**config.mk**
```make
export PLATFORM = sky130hd
export DESIGN_NAME = uart_rx_deframer_flat
export DESIGN_NICKNAME = d
export VERILOG_FILES = /design/src/rtl/uart_rx_deframer_if.sv /design/src/rtl/uart_rx_deframer.sv /design/src/flat_wrapper.sv
export SDC_FILE = /design/constraint.sdc
export NUM_CORES = 1
export LEC_CHECK = 0
export CAP_MARGIN = 20
export CORE_MARGIN = 3
export CORE_UTILIZATION = 55
export CTS_CLUSTER_SIZE = 28
export DETAILED_ROUTE_END_ITERATION = 10
export PLACE_DENSITY = 0.76
export SLEW_MARGIN = 20
export SYNTH_ARGS = -nofsm -noshare
export SYNTH_HDL_FRONTEND = slang
export SYNTH_SLANG_ARGS = --single-unit
```
**constraint.sdc**
```tcl
create_clock -name clk -period 2.2 [get_ports clk]
set_input_delay 0.33 -clock clk [delete_from_list [all_inputs] [get_ports clk]]
set_output_delay 0.33 -clock clk [all_outputs]
set_load 0.005 [all_outputs]
```
**src/rtl/uart_rx_deframer_if.sv**
```systemverilog
// Byte stream from the UART receiver in, payload stream to the command decoder out.
interface uart_rx_deframer_if;
  logic       rx_valid;
  logic       rx_break;
  logic [7:0] rx_data;
  logic [7:0] m_data;
  logic       m_last;
  logic       m_valid;
  logic       m_ready;

  modport master (
    output rx_valid, rx_break, rx_data, m_ready,
    input  m_data, m_last, m_valid
  );

  modport slave (
    input  rx_valid, rx_break, rx_data, m_ready,
    output m_data, m_last, m_valid
  );
endinterface

```
**src/rtl/uart_rx_deframer.sv**
```systemverilog
// Parses SOF/LEN/payload/CSUM frames from the UART receiver, buffers payload
// in a FIFO with a last marker, and pulses a per-frame status.
module uart_rx_deframer #(
  parameter int         FIFO_DEPTH     = 16,
  parameter logic [7:0] SOF_BYTE       = 8'hA5,
  parameter int         MAX_LEN        = 64,
  parameter int         TIMEOUT_CYCLES = 104166
) (
  input  logic                clk,
  input  logic                rst,
  input  logic                enable,
  output logic                uart_rx_en,
  uart_rx_deframer_if.slave   bus,
  output logic                pkt_done,
  output logic                pkt_ok,
  output logic [4:0]          pkt_err
);
  localparam int          AW        = $clog2(FIFO_DEPTH);
  localparam logic [7:0]  MAX_LEN_B = 8'(MAX_LEN);
  localparam logic [16:0] TMO_LAST  = 17'(TIMEOUT_CYCLES - 1);

  typedef enum logic [1:0] {S_HUNT, S_LEN, S_PAYLOAD, S_CSUM} state_t;

  state_t      r_state, w_state_nxt;
  logic [7:0]  r_remaining, r_csum;
  logic [16:0] r_tmo;
  logic        r_ovf;
  logic [8:0]  r_mem [FIFO_DEPTH];
  logic [AW:0] r_wr_ptr, r_rd_ptr;
  logic        r_pkt_done, r_pkt_ok;
  logic [4:0]  r_pkt_err;

  logic       w_byte_ev, w_brk_ev, w_tmo_hit;
  logic       w_push, w_load_len, w_done, w_ok;
  logic [3:0] w_err;
  logic       w_pop, w_empty, w_full, w_wr_en;

  assign uart_rx_en = enable & ~rst;
  assign w_byte_ev  = bus.rx_valid & ~bus.rx_break;
  assign w_brk_ev   = bus.rx_valid &  bus.rx_break;
  assign w_tmo_hit  = (r_tmo == TMO_LAST) && !bus.rx_valid;

  assign w_empty = (r_wr_ptr == r_rd_ptr);
  assign w_full  = (r_wr_ptr[AW] != r_rd_ptr[AW]) &&
                   (r_wr_ptr[AW-1:0] == r_rd_ptr[AW-1:0]);
  assign w_pop   = !w_empty && bus.m_ready;
  assign w_wr_en = w_push && (!w_full || w_pop);

  assign bus.m_valid = !w_empty;
  assign bus.m_data  = r_mem[r_rd_ptr[AW-1:0]][7:0];
  assign bus.m_last  = r_mem[r_rd_ptr[AW-1:0]][8];

  assign pkt_done = r_pkt_done;
  assign pkt_ok   = r_pkt_ok;
  assign pkt_err  = r_pkt_err;

  always_ff @(posedge clk) begin
    if (rst) r_state <= S_HUNT;
    else     r_state <= w_state_nxt;
  end

  // w_err is {len, break, timeout, csum}; overflow is appended from r_ovf
  always_comb begin
    w_state_nxt = r_state;
    w_push      = 1'b0;
    w_load_len  = 1'b0;
    w_done      = 1'b0;
    w_ok        = 1'b0;
    w_err       = 4'd0;
    if (!enable) begin
      w_state_nxt = S_HUNT;
    end else if (r_state != S_HUNT && w_brk_ev) begin
      w_done      = 1'b1;
      w_err       = 4'b0100;
      w_state_nxt = S_HUNT;
    end else if (r_state != S_HUNT && w_tmo_hit) begin
      w_done      = 1'b1;
      w_err       = 4'b0010;
      w_state_nxt = S_HUNT;
    end else if (w_byte_ev) begin
      case (r_state)
        S_HUNT: begin
          if (bus.rx_data == SOF_BYTE) w_state_nxt = S_LEN;
        end
        S_LEN: begin
          if (bus.rx_data != 8'd0 && bus.rx_data <= MAX_LEN_B) begin
            w_load_len  = 1'b1;
            w_state_nxt = S_PAYLOAD;
          end else begin
            w_done      = 1'b1;
            w_err       = 4'b1000;
            w_state_nxt = S_HUNT;
          end
        end
        S_PAYLOAD: begin
          w_push = 1'b1;
          if (r_remaining == 8'd1) w_state_nxt = S_CSUM;
        end
        S_CSUM: begin
          w_done      = 1'b1;
          w_ok        = (bus.rx_data == r_csum) && !r_ovf;
          w_err       = {3'b000, bus.rx_data != r_csum};
          w_state_nxt = S_HUNT;
        end
        default: w_state_nxt = S_HUNT;
      endcase
    end
  end

  always_ff @(posedge clk) begin
    if (rst) begin
      r_remaining <= 8'd0;
      r_csum      <= 8'd0;
      r_tmo       <= 17'd0;
      r_ovf       <= 1'b0;
    end else begin
      if (w_state_nxt == S_HUNT || bus.rx_valid) r_tmo <= 17'd0;
      else                                       r_tmo <= r_tmo + 17'd1;
      if (w_load_len) begin
        r_remaining <= bus.rx_data;
        r_csum      <= bus.rx_data;
      end else if (w_push) begin
        r_remaining <= r_remaining - 8'd1;
        r_csum      <= r_csum ^ bus.rx_data;
      end
      if (!enable || w_load_len || (r_state == S_HUNT && w_state_nxt == S_LEN))
        r_ovf <= 1'b0;
      else if (w_push && w_full && !w_pop)
        r_ovf <= 1'b1;
    end
  end

  // Payload FIFO: storage is not reset, only the pointers
  always_ff @(posedge clk) begin
    if (w_wr_en) r_mem[r_wr_ptr[AW-1:0]] <= {r_remaining == 8'd1, bus.rx_data};
  end

  always_ff @(posedge clk) begin
    if (rst) begin
      r_wr_ptr <= '0;
      r_rd_ptr <= '0;
    end else begin
      if (w_wr_en) r_wr_ptr <= r_wr_ptr + 1'b1;
      if (w_pop)   r_rd_ptr <= r_rd_ptr + 1'b1;
    end
  end

  // Status stage: registered, one cycle after the terminating byte
  always_ff @(posedge clk) begin
    if (rst) begin
      r_pkt_done <= 1'b0;
      r_pkt_ok   <= 1'b0;
      r_pkt_err  <= 5'd0;
    end else begin
      r_pkt_done <= w_done;
      r_pkt_ok   <= w_ok;
      r_pkt_err  <= (w_done && !w_ok) ? {r_ovf, w_err} : 5'd0;
    end
  end
endmodule

```
**src/flat_wrapper.sv**
```systemverilog
// flat-port wrapper written by rule: the top's interface ports become plain ports
module uart_rx_deframer_flat 
#(
  parameter int         FIFO_DEPTH     = 16,
  parameter logic [7:0] SOF_BYTE       = 8'hA5,
  parameter int         MAX_LEN        = 64,
  parameter int         TIMEOUT_CYCLES = 104166
)
  (clk, rst, enable, uart_rx_en, pkt_done, pkt_ok, pkt_err, bus_rx_valid, bus_rx_break, bus_rx_data, bus_m_ready, bus_m_data, bus_m_last, bus_m_valid);
  uart_rx_deframer_if bus_i ();
  input  logic clk;
  input  logic rst;
  input  logic enable;
  output logic uart_rx_en;
  output logic pkt_done;
  output logic pkt_ok;
  output logic [4:0] pkt_err;
  input wire logic [$bits(bus_i.rx_valid)-1:0] bus_rx_valid;
  input wire logic [$bits(bus_i.rx_break)-1:0] bus_rx_break;
  input wire logic [$bits(bus_i.rx_data)-1:0] bus_rx_data;
  input wire logic [$bits(bus_i.m_ready)-1:0] bus_m_ready;
  output wire logic [$bits(bus_i.m_data)-1:0] bus_m_data;
  output wire logic [$bits(bus_i.m_last)-1:0] bus_m_last;
  output wire logic [$bits(bus_i.m_valid)-1:0] bus_m_valid;
  assign bus_i.rx_valid = bus_rx_valid;
  assign bus_i.rx_break = bus_rx_break;
  assign bus_i.rx_data = bus_rx_data;
  assign bus_i.m_ready = bus_m_ready;
  assign bus_m_data = bus_i.m_data;
  assign bus_m_last = bus_i.m_last;
  assign bus_m_valid = bus_i.m_valid;
  uart_rx_deframer #(.FIFO_DEPTH(FIFO_DEPTH), .SOF_BYTE(SOF_BYTE), .MAX_LEN(MAX_LEN), .TIMEOUT_CYCLES(TIMEOUT_CYCLES)) u_core (.clk(clk), .rst(rst), .enable(enable), .uart_rx_en(uart_rx_en), .bus(bus_i), .pkt_done(pkt_done), .pkt_ok(pkt_ok), .pkt_err(pkt_err));
endmodule
```
-- Word-level counts from Yosys, hierarchy flattened
Memories as Yosys holds them, arrays and structs flattened. A register that Yosys moved wholly into a read port is not among the register bits.
Cells that the tools add are included.
- flip-flop bits (word level): 53
- latch bits: 0
- RAM bits: 144
- memory bits (read-only): 0
- bits of input ports: 14
- output and inout bits: 18
- logic and storage cells: 117
- memories: 1
- memories (name ; depth ; width ; rd ports ; clocked after Yosys merged registers in ; write ports ; RTL line ; RTL):
    u_core.r_mem ; 16 ; 9 ; 1 ; 1 ; 1 ; uart_rx_deframer.sv:28 ; logic [8:0] r_mem [FIFO_DEPTH];
- $add $sub $neg: 4
- $mul: 0
- divide/modulo/power cells: 0
- order comparisons: 1
- equal/unequal tests: 12
- shifts and indexed selects: 0
- multiplexer cells: 43
- bitwise gates (word level): 9
- reduce and logical (&&, ||, !) cells: 34
- operator list (cell ; number):
    8-bit two-way mux ; 4
    1-bit two-way mux ; 23
    17-bit by 1-bit adder with 17-bit output (second input constant) ; 1
    17-bit equality test (second input constant) ; 1
    2-bit two-way mux ; 7
    1-bit logical AND ; 12
    4-bit two-way mux ; 3
    5-bit by 1-bit adder with 5-bit output (second input constant) ; 2
    3-bit two-way mux ; 3
    8-bit by 1-bit equality test with 1-bit output (second input constant) ; 1
    8-bit equality test ; 1
    8-bit equality test (second input constant) ; 1
    8-bit by 7-bit <= comparator with 1-bit output (second input constant) ; 1
    8-bit inequality test ; 1
    2-bit one-hot mux with 4 select lines ; 1
    4-bit one-hot mux with 2 select lines ; 1
    8-bit nonzero test ; 1
    8-bit by 1-bit subtractor with 8-bit output (second input constant) ; 1
    8-bit XOR ; 1
    1-bit logical NOT ; 7
    2-bit OR reduction ; 3
    6-bit OR reduction ; 1
    5-bit equality test ; 1
    1-bit NOT ; 5
    11 further kinds ; 20

-- Longest topological paths before layout
- depth in word-level cells: 12
- gate-level depth with buffers: 7
- depth with buffers taken out: 7

-- Least setup slack after synthesis
No wires, ideal clock.
- kind: reg-to-reg
- from: reg u_core.r_state[1]
- to: mem u_core.r_mem[3][0] (enable)
- library setup time: 387 ps
- arrival: 1843 ps
- required time: 1813 ps
- path slack: -30 ps
- stages on the path, launching flop included: 7
- path buffers: 1
- period minus slack after synthesis: 2230 ps
- cells stage by stage: dfxtp_1 -> buf_2 -> nor2b_1 -> nand3_1 -> a21oi_4 -> nand2_1 -> nor3_1
- cells in the longest elaborated chain, start to end: 9
- elaborated cells on any way between the ends: 12
- classes of those cells: eq/ne (1); mux (7); reduce/logical (4)
- ends and longest elaborated chain (item ; RTL line ; RTL):
    start, declared ; uart_rx_deframer.sv:24 ; state_t r_state, w_state_nxt;
    start signal, assigned ; uart_rx_deframer.sv:59 ; else r_state <= w_state_nxt;
    2-bit equality test ; uart_rx_deframer.sv:81 ; case (r_state)
    1-bit two-way mux ; uart_rx_deframer.sv:81 ;
    1-bit two-way mux ; uart_rx_deframer.sv:80 ; end else if (w_byte_ev) begin
    1-bit two-way mux ; uart_rx_deframer.sv:76 ; end else if (r_state != S_HUNT && w_tmo_hit) begin
    1-bit two-way mux (*) ; uart_rx_deframer.sv:72 ; end else if (r_state != S_HUNT && w_brk_ev) begin
    1-bit two-way mux (*) ; uart_rx_deframer.sv:70 ; if (!enable) begin
    1-bit logical AND (*) ; uart_rx_deframer.sv:47 ; assign w_wr_en = w_push && (!w_full || w_pop);
    1-bit two-way mux (*) ; uart_rx_deframer.sv:135 ; if (w_wr_en) r_mem[r_wr_ptr[AW-1:0]] <= {r_remaining == 8'd1, bus.rx_data};
    1-bit two-way mux (implied by the code) (*) ; uart_rx_deframer.sv:135 ;
    end, declared ; uart_rx_deframer.sv:28 ;
Mark *: on every way between the ends. The rest lies on a longest branch, timed or not.

==> flow_metrics.py <==
metrics = {
    "min_path": {
        "hold_path_class": "reg2reg",
    },
    "logic_synthesis": {
        "ys_seq_area_share_pct": 65.1,
        "synthMostInstantiatedCell": "edfxtp_1",
        "netlist_top_cells_area": "edfxtp_1 (52%), dfxtp_1 (14%), mux4_2 (12%), xor2_1 (2.2%), nor2_1 (1.9%)",
        "postSynthCellCount": 546,
        "synth.top_cell.area_share_pct": 51.5,
        "async_reset_ff_share_pct": 0,
        "syn_area_um2": 8390,
        "yosys_warnings": 0,
        "synth_top_area_cell": "edfxtp_1",
        "syn_area_per_cell_um2": 15.4,
        "netlist_top_cells_count": "edfxtp_1 (144), dfxtp_1 (57), mux4_2 (45)",
        "yosys_most_used_dff": "edfxtp_1",
        "syn-num-nets": 569,
        "synth_edf_count": 144,
        "yosys_register_bits": 201,
        "yosysUniqueCellTypes": 55,
    },
    "timing": {
        "hold_violations": 0,
        "relSlewSlack_pct": 69.4,
        "rsz0062_at_grt": "true",
        "setup_slack_ns": -0.422,
        "tightest_slew_ns": 0.459,
        "finalCritPeriodShare_pct": 119,
        "period_needed_ns": 2.62,
        "setup_viol": 9,
        "skew_ns": 0.0145,
        "max_freq_mhz": 381,
        "slew_viol_final": 0,
    },
    "finish": {
        "num_antenna_cells": 0,
        "drive_gt1_share_pct": 26.6,
        "nFillCells": 949,
        "stdcell_count": 841,
        "syn_to_final_growth_pct": 22.3,
        "nNetsFinal": 666,
    },
    "global_routing": {
        "grt_pass1_wl_um": 30000,
        "grt_max_degree": 37,
        "grt_usage_pct": 23.8,
        "grt_pass1_vias": 5261,
        "antenna_found_initial": 0,
        "grt_overflow": 0,
    },
    "clocking": {
        "holdBufCountCts": 0,
        "cts_tree": "built",
        "cts_made_buffers": 21,
        "h-tree-depth": 1,
        "clk_root_buffer_cell": "clkbuf_16",
        "clk_pin_slew_ns": 0.06,
        "clk_latency_ns": 0.49,
        "ctsLongestPathBuffers": 3,
        "clock_sinks": 201,
    },
    "place": {
        "hpwl_um": 12100,
        "post-place-ws_ns": -0.305,
        "place_congestion": 0.861,
        "port_buffers": 31,
        "placed_cells": 796,
    },
    "setup_path": {
        "worst-setup-path-type": "reg2out",
        "worstPathArrival_ns": 2.29,
        "worst_setup_path_end_kind": "output pin",
        "start_kind": "flop",
        "critPathRequiredTime_ns": 1.87,
        "cp_max_fo": 8,
    },
    "die": {
        "core_um2": 14800,
        "rows": 44,
        "ios": 32,
        "start_util_pct": 56.9,
        "die_area_um2": 16800,
        "fp.dieH_um": 130,
        "die_w_um": 130,
    },
    "job": {
        "cap_violations": 0,
    },
    "outcome": {
        "violations": "negative setup slack",
        "status": "finished, violations left",
    },
    "power": {
        "max-vdd-ir-drop_mv": 0.567,
        "power_leakage_nw": 3.44,
        "pwr_density_cell_nw_per_um2": 739,
    },
    "route": {
        "first_iter_violations": 413,
        "vias": 5266,
        "wl_um": 19500,
        "dr.pass1.iters": 5,
        "routedWlPerCell_um": 23.2,
        "drc": 0,
        "vias_per_cell": 6.26,
        "ant_nets": 0,
    },
}
[cells in the final DEF, fill, tap and decap left out, types with 14 or more instances in the layout]
cell type / instances
clkbuf_16: 21
nand3_1: 15
a21oi_1: 15
nor2_1: 43
buf_4: 45
mux4_2: 45
edfxtp_1: 144
xnor2_1: 14
nand2_1: 21
dfxtp_1: 54
xor2_1: 21
buf_12: 22
clkdlybuf4s50_1: 21
[sequential cells by signal, summed over array words and instances, names as in the netlist, named ones only]
| name | cells |
|---|---|
| u_core.pkt_done | 1 |
| u_core.r_state | 2 |
| u_core.pkt_ok | 1 |
| u_core.r_tmo | 17 |
| u_core.r_remaining | 8 |
| u_core.pkt_err | 5 |
| u_core.r_wr_ptr | 5 |
| u_core.r_csum | 8 |
| u_core.r_rd_ptr | 5 |
| u_core.r_mem | 144 |
| u_core.r_ovf | 1 |
[final cells by class]
cell class / instances / area, um^2 / area share, %
Sequential cell: 201 / 5470 / 53.3
Clock buffer: 25 / 541 / 5.27
Tap cell: 184 / 230 / 2.24
Multi-Input combinational cell: 310 / 2780 / 27.1
Inverter: 7 / 26.3 / 0.256
Timing Repair Buffer: 102 / 1100 / 10.8
Clock inverter: 12 / 106 / 1.04
[power by group]
group	switching [mW]	internal (mW)	total [mW]
Combinational	0.100	0.0662	0.166
Sequential	0.00193	4.04	4.05
Clock	1.39	1.98	3.37
Total	1.49	6.09	7.58
[critical path, cell delays in order (launching register included)]
cell and delay (ns):
dfxtp_4 0.39, buf_12 0.15, buf_8 0.11, mux4_2 0.50, mux4_2 0.50, buf_6 0.14
[what timing repair did]
action / 4_1_cts / 5_1_grt
cloned: 3 / 0
pin swaps: 1 / 0
setup buffers: 6 / 3
endpoints found under the setup margin: 10 / 9
resized for setup: 45 / 4
[kinds of logic after synthesis]
kind of cell,synth area share [%]
flops,65.1
simple gates,9.98
compound gates,5.22
mux,12.8
xor+xnor,3.65
buf+inv,1.85
fa+ha+maj,1.34
[through the flow]
| stage | hold slack, ns | power (mW) | instance area, um^2 | utilization, % | setup TNS [ns] |
|---|---|---|---|---|---|
| floorplan | 0.407 | 4.17 | 8390 | - | 0 |
| global placement | 0.458 | 4.28 | 9550 | 64.7 | -3.91 |
| detailed placement | 0.472 | 4.29 | 9550 | 64.7 | -4.74 |
| CTS | 0.481 | 7.62 | 10300 | 69.9 | -3.95 |
| global route | 0.514 | 7.79 | 10300 | 69.5 | -3.96 |
| finish | 0.481 | 7.58 | 10300 | 69.5 | -3.43 |
[layer usage]
layer	GRT usage, %	vias to the layer above	part of all wire (%)
met5	0	-	0
met4	8.92	0	3.7
met3	4.37	57	6.6
met2	40.7	239	50
met1	30.7	2634	40
li1	-	2336	-
[final timing paths]
| kind | to | start | slack, ns | cells past startpoint |
|---|---|---|---|---|
| worst min register to register | u_core.r_csum[6] | u_core.r_csum[6] | 0.48 | 2 |
| worst min-delay path | u_core.r_csum[6] | u_core.r_csum[6] | 0.48 | 2 |
| worst max register to register | u_core.r_mem[7][6] | u_core.r_wr_ptr[1] | 0.24 | 7 |
| worst max-delay path | bus_m_data[5] | flop | -0.42 | 5 |
Note: power is estimated with default switching activity, not from simulation.
